### src/rtl/vx_nc_mmio_responder.sv
// vx_nc_mmio_responder: MMIO register bank behind the NC bypass, serving single-word
// reads and writes with tag-echoed, in-order read responses and credit-based flow control.
module vx_nc_mmio_responder #(
  parameter int ADDR_WIDTH = 32,
  parameter int MEM_DATA_SIZE = 16,
  parameter int TAG_WIDTH = 8,
  parameter logic [ADDR_WIDTH-1:0] BASE_ADDR = 'hFF000000,
  parameter int NUM_REGS = 16,
  parameter int RSP_LATENCY = 2,
  parameter int RSP_QUEUE_SIZE = 4
) (
  input  logic                       clk,
  input  logic                       reset,
  input  logic                       mem_req_valid,
  input  logic                       mem_req_rw,
  input  logic [ADDR_WIDTH-1:0]      mem_req_addr,
  input  logic [MEM_DATA_SIZE-1:0]   mem_req_byteen,
  input  logic [MEM_DATA_SIZE*8-1:0] mem_req_data,
  input  logic [TAG_WIDTH-1:0]       mem_req_tag,
  output logic                       mem_req_ready,
  output logic                       mem_rsp_valid,
  output logic [MEM_DATA_SIZE*8-1:0] mem_rsp_data,
  output logic [TAG_WIDTH-1:0]       mem_rsp_tag,
  input  logic                       mem_rsp_ready,
  output logic [NUM_REGS*32-1:0]     regs_out,
  output logic                       err_out
);
  localparam int LW = MEM_DATA_SIZE > 4 ? $clog2(MEM_DATA_SIZE) - 2 : 1;
  localparam int IW = NUM_REGS > 1 ? $clog2(NUM_REGS) : 1;
  localparam int PW = RSP_QUEUE_SIZE > 1 ? $clog2(RSP_QUEUE_SIZE) : 1;
  localparam int CW = $clog2(RSP_QUEUE_SIZE) + 1;
  localparam int SL = RSP_LATENCY > 1 ? RSP_LATENCY - 1 : 1;
  localparam int PI = RSP_LATENCY > 1 ? RSP_LATENCY - 2 : 0;
  typedef struct packed {
    logic [31:0]          w;
    logic [LW-1:0]        l;
    logic [TAG_WIDTH-1:0] t;
  } ent_t;
  logic [31:0] regs [NUM_REGS];
  logic [CW-1:0] credits, cnt;
  logic [ADDR_WIDTH-1:0] off;
  logic [LW-1:0] lane;
  logic [IW-1:0] idx;
  logic [31:0] wdata;
  logic [3:0] wbe;
  logic in_win, acc, rd_acc, pop, push;
  ent_t in_e, push_e, head;
  ent_t stg [SL];
  logic stg_v [SL];
  ent_t fifo [RSP_QUEUE_SIZE];
  logic [PW-1:0] wptr, rptr;
  assign off = mem_req_addr - BASE_ADDR;
  assign in_win = off < ADDR_WIDTH'(4 * NUM_REGS);
  assign idx = off[2 +: IW];
  assign lane = MEM_DATA_SIZE > 4 ? mem_req_addr[2 +: LW] : '0;
  assign wdata = mem_req_data[32 * lane +: 32];
  assign wbe = mem_req_byteen[4 * lane +: 4];
  assign mem_req_ready = !reset && credits != '0;
  assign acc = mem_req_valid && mem_req_ready;
  assign rd_acc = acc && !mem_req_rw;
  assign pop = mem_rsp_valid && mem_rsp_ready;
  assign in_e = '{w: in_win ? regs[idx] : 32'h0, l: lane, t: mem_req_tag};
  // the registered FIFO slot is the last latency stage, so only RSP_LATENCY-1 shift stages precede it
  assign push = RSP_LATENCY == 1 ? rd_acc : stg_v[PI];
  assign push_e = RSP_LATENCY == 1 ? in_e : stg[PI];
  assign head = fifo[rptr];
  assign mem_rsp_valid = cnt != '0;
  assign mem_rsp_tag = head.t;
  assign mem_rsp_data = (MEM_DATA_SIZE*8)'(head.w) << (32 * head.l);
  always_ff @(posedge clk or posedge reset)
    if (reset)
      for (int i = 0; i < NUM_REGS; i++) regs[i] <= '0;
    else if (acc && mem_req_rw && in_win)
      for (int b = 0; b < 4; b++) if (wbe[b]) regs[idx][8*b +: 8] <= wdata[8*b +: 8];
  always_ff @(posedge clk or posedge reset)
    if (reset) begin
      credits <= CW'(RSP_QUEUE_SIZE);
      err_out <= 1'b0;
    end else begin
      if (acc && !in_win) err_out <= 1'b1;
      if (rd_acc && !pop) credits <= credits - 1'b1;
      else if (pop && !rd_acc) credits <= credits + 1'b1;
    end
  always_ff @(posedge clk or posedge reset)
    if (reset)
      for (int i = 0; i < SL; i++) begin
        stg[i] <= '0;
        stg_v[i] <= 1'b0;
      end
    else begin
      stg[0] <= in_e;
      stg_v[0] <= rd_acc;
      for (int i = 1; i < SL; i++) begin
        stg[i] <= stg[i-1];
        stg_v[i] <= stg_v[i-1];
      end
    end
  // credits pre-count everything in flight, so a push never finds the FIFO full after the pop
  always_ff @(posedge clk or posedge reset)
    if (reset) begin
      for (int i = 0; i < RSP_QUEUE_SIZE; i++) fifo[i] <= '0;
      wptr <= '0;
      rptr <= '0;
      cnt <= '0;
    end else begin
      if (push) begin
        fifo[wptr] <= push_e;
        wptr <= wptr == PW'(RSP_QUEUE_SIZE - 1) ? '0 : wptr + 1'b1;
      end
      if (pop) rptr <= rptr == PW'(RSP_QUEUE_SIZE - 1) ? '0 : rptr + 1'b1;
      cnt <= cnt + CW'(push) - CW'(pop);
    end
  for (genvar g = 0; g < NUM_REGS; g++) begin : g_regs
    assign regs_out[32*g +: 32] = regs[g];
  end
endmodule
### config.mk
export PLATFORM = sky130hd
export DESIGN_NAME = vx_nc_mmio_responder
export DESIGN_NICKNAME = d
export VERILOG_FILES = /design/src/rtl/vx_nc_mmio_responder.sv
export SDC_FILE = /design/constraint.sdc
export NUM_CORES = 2
export LEC_CHECK = 0
export BUFFER_PORTS_ARGS = -buffer_cell sky130_fd_sc_hd__buf_2
export CORE_AREA = 10 10 320 322
export CTS_CLUSTER_DIAMETER = 30
export DETAILED_ROUTE_END_ITERATION = 8
export DIE_AREA = 0 0 330 332
export GPL_ROUTABILITY_DRIVEN = 0
export PLACE_DENSITY = 0.69
export SKIP_LAST_GASP = 1
export SLEW_MARGIN = 10
export SYNTH_ARGS = -nofsm -noshare
export SYNTH_HDL_FRONTEND = slang
export SYNTH_SLANG_ARGS = --single-unit
export TNS_END_PERCENT = 5
### constraint.sdc
create_clock -name clk -period 28.2 [get_ports clk]
set_input_delay 5.64 -clock clk [delete_from_list [all_inputs] [get_ports clk]]
set_output_delay 5.64 -clock clk [all_outputs]
set_load 0.05 [all_outputs]
==> flow_metrics.env <==
export IMPL_outcome="finished clean"
export IMPL_synthArstFlopShare_pct=100
export IMPL_arrival_ps=6920
export IMPL_holdBufCountCts=0
export IMPL_grt_setup_unrepaired="false"
export IMPL_p_sw_share_pct=26.5
export IMPL_cts_tree="done"
export IMPL_p_int_mw=2.60
export IMPL_first_global_vias=25859
export IMPL_layout_drive_gt1_share_pct=67.0
export IMPL_cts_max_path_buffers=3
export IMPL_grt_overflow=0
export IMPL_seq_area_frac_synth_pct=52.9
export IMPL_yosys_warnings=0
export IMPL_grt_pass1_wl_um=191000
export IMPL_cts_sinks=734
export IMPL_min_period_ps=12560
export IMPL_routed_wire_length_per_instance_um=30.2
export IMPL_areaGrowthSynthToFinish_pct=32.9
export IMPL_leakage_nw=23.9
export IMPL_coreArea_sq_um=96000
export IMPL_relSlewSlack_pct=17.7
export IMPL_grtUsageTotal_pct=23.9
export IMPL_end_kind="output port"
export IMPL_cp_start_kind="primary input"
export IMPL_fmax_ghz=0.0796
export IMPL_start_util_pct=36.2
export IMPL_final_hold_viol_count=0
export IMPL_synth_nets=2357
export IMPL_synth_top_area_share_pct=52.8
export IMPL_p_per_area_nw_per_um2=76.6
export IMPL_post_cts_setup_buffers=0
export IMPL_fin_util_pct=48.1
export IMPL_most_common_layout_cells="835 x buf_2, 731 x dfrtp_1, 685 x mux2_2, 202 x mux4_2, 161 x clkbuf_16"
export IMPL_seq_power_share_pct=32.0
export IMPL_drt_pass1_iterations=7
export IMPL_io_pins=840
export IMPL_portBuffers=837
export IMPL_setup_viol_count_final=0
export IMPL_fp_dieW_um=330
export IMPL_ir_worst_vdd_v=0.0000643
export IMPL_drtAntennaViolNets=0
export IMPL_synthFlopType="dfrtp_1"
export IMPL_layout_commonest_cell="buf_2"
export IMPL_fin_crit_sh_pct=44.5
export IMPL_ys_types=36
export IMPL_numCtsBuffers=161
export IMPL_worstMarginPinSlew_ps=1230
export IMPL_critPathMaxFanout=132
export IMPL_drt_iter0_drc=1680
export IMPL_postCtsResizedCells=0
export IMPL_finalSetupTns_ps=0
export IMPL_synth_area_sq_um=34700
export IMPL_yosysTopAreaCell="dfrtp_1"
export IMPL_num_rows=114
export IMPL_synth_edf_count=0
export IMPL_synth_ff_latch_count=734
export IMPL_slew_viol_final=0
export IMPL_cts_root_buf="clkbuf_16"
export IMPL_postSynthAreaPerCell_sq_um=16.1
export IMPL_finClkSkew_ps=40.2
export IMPL_p_switching_uw=939
export IMPL_num_vias=24258
export IMPL_power_frac_comb_pct=10.8
export IMPL_critPathKind="primary input to output port"
export IMPL_routed_wl_um=134000
export IMPL_synth_area_leaders="dfrtp_1 53%, mux2_2 22%, mux4_2 13%"
export IMPL_worstPathRequired_ps=22560
export IMPL_clk_latency_ps=750
export IMPL_die_area_sq_um=110000
export IMPL_antenna_found_initial=8
export IMPL_clk_pin_slew_ps=50
export IMPL_synthCells=2158
export IMPL_hpwl_um=95000
export IMPL_fin_nets=3233
export IMPL_maxCapViolations=0
export IMPL_hp_class="flop to flop"
export IMPL_drc=0
export IMPL_h_tree_depth=4
export IMPL_grt_max_degree=159
export IMPL_die_y_um=332
export IMPL_clkPwrFrac_pct=57.2
export IMPL_vias_per_cell=5.46
-- per-stage QoR --
stage                     total power, mW  setup slack, ps  instance area, sq um  hold WS (ps)  std cells
after global routing                 3.66            15410                 46200           502       4444
final                                3.54            15640                 46200           477       4446
after CTS                            3.57            15500                 46200           478       4444
after floorplan                      1.40              189                 34700           460       2158
after global placement               1.53            15530                 40200           451       4147
after detailed placement             1.53            15510                 40200           468       4147
-- cell type report --
| type | instances | area [sq um] |
|---|---|---|
| fillers | 8293 | 49800 |
| well taps | 1276 | 1600 |
| inverters | 11 | 48.8 |
| clock buffers | 201 | 4430 |
| flip-flops and latches | 734 | 18400 |
| repair buffers | 871 | 4500 |
| diodes | 2 | 5.00 |
| clock inverters | 96 | 1500 |
| multi-input cells | 1255 | 15700 |
-- Yosys cell counts, drive strengths merged, types with 5 or more instances --
library cell and instances:
nor2b 6, clkbuf 99, a22oi 64, nor2 5
and3 32, buf 59, dfrtp 733, nor4 67
ha 8, mux2 685, nand4 16, inv 11
a21oi 32, nand2 8, mux2i 9, and2 99
mux4 202
-- registers in the layout, summed over array words and instances (netlist names) --
signal    flops
fifo        168
err_out       1
regs_out    512
cnt           3
rptr          2
wptr          2
push          1
push_e       42
credits       3
-- power by group through the flow --
stage	Combinational (mW)	Clock (mW)	Sequential (mW)
detailed placement	0.382	0	1.15
global placement	0.378	0	1.15
CTS	0.383	2.05	1.13
global route	0.407	2.11	1.14
floorplan	0.280	0	1.12
finish	0.382	2.02	1.13
-- path summary, 6_finish.rpt --
kind / from / to / slack [ps] / cells past startpoint
min in group asynchronous: reset / regs_out[131]$_DFFE_PP0P_ / 5060 / 2
worst min-delay path: err_out$_DFFE_PP0P_ / err_out$_DFFE_PP0P_ / 480 / 1
worst max register to register: credits[2]$_DFFE_PP1P_ / regs_out[242]$_DFFE_PP0P_ / 24520 / 4
worst max-delay path: reset / mem_req_ready / 15640 / 4
max in group asynchronous: reset / regs_out[242]$_DFFE_PP0P_ / 19070 / 6
worst min register to register: err_out$_DFFE_PP0P_ / err_out$_DFFE_PP0P_ / 480 / 1
-- worst max-delay path, stage by stage --
cell and delay (ps):
buf_2 130, inv_8 550, and2_1 290, buf_2 290
-- routing by layer --
| metal | track usage [%] | up-vias | part of all wire, % |
|---|---|---|---|
| li1 | - | 10037 | - |
| met1 | 30.3 | 12868 | 41 |
| met2 | 37.8 | 1108 | 47 |
| met3 | 7.34 | 241 | 8.1 |
| met4 | 9.53 | 4 | 3.7 |
| met5 | 0 | - | 0.020 |
-- cell families (layout without fill, tap and decap cells) --
kind of cell,after synthesis,in the layout,share of synthesized area [%]
adder cells (fa/ha/maj),10,10,0.403
buffers and inverters,169,1179,2.05
AND/OR/NAND/NOR,244,244,7.09
AO/OA/AOI/OAI,100,100,1.92
XOR/XNOR,5,5,0.126
flip-flops,734,734,52.9
other,0,2,0
multiplexers,896,896,35.6
Power figures use the tool's default switching activity.
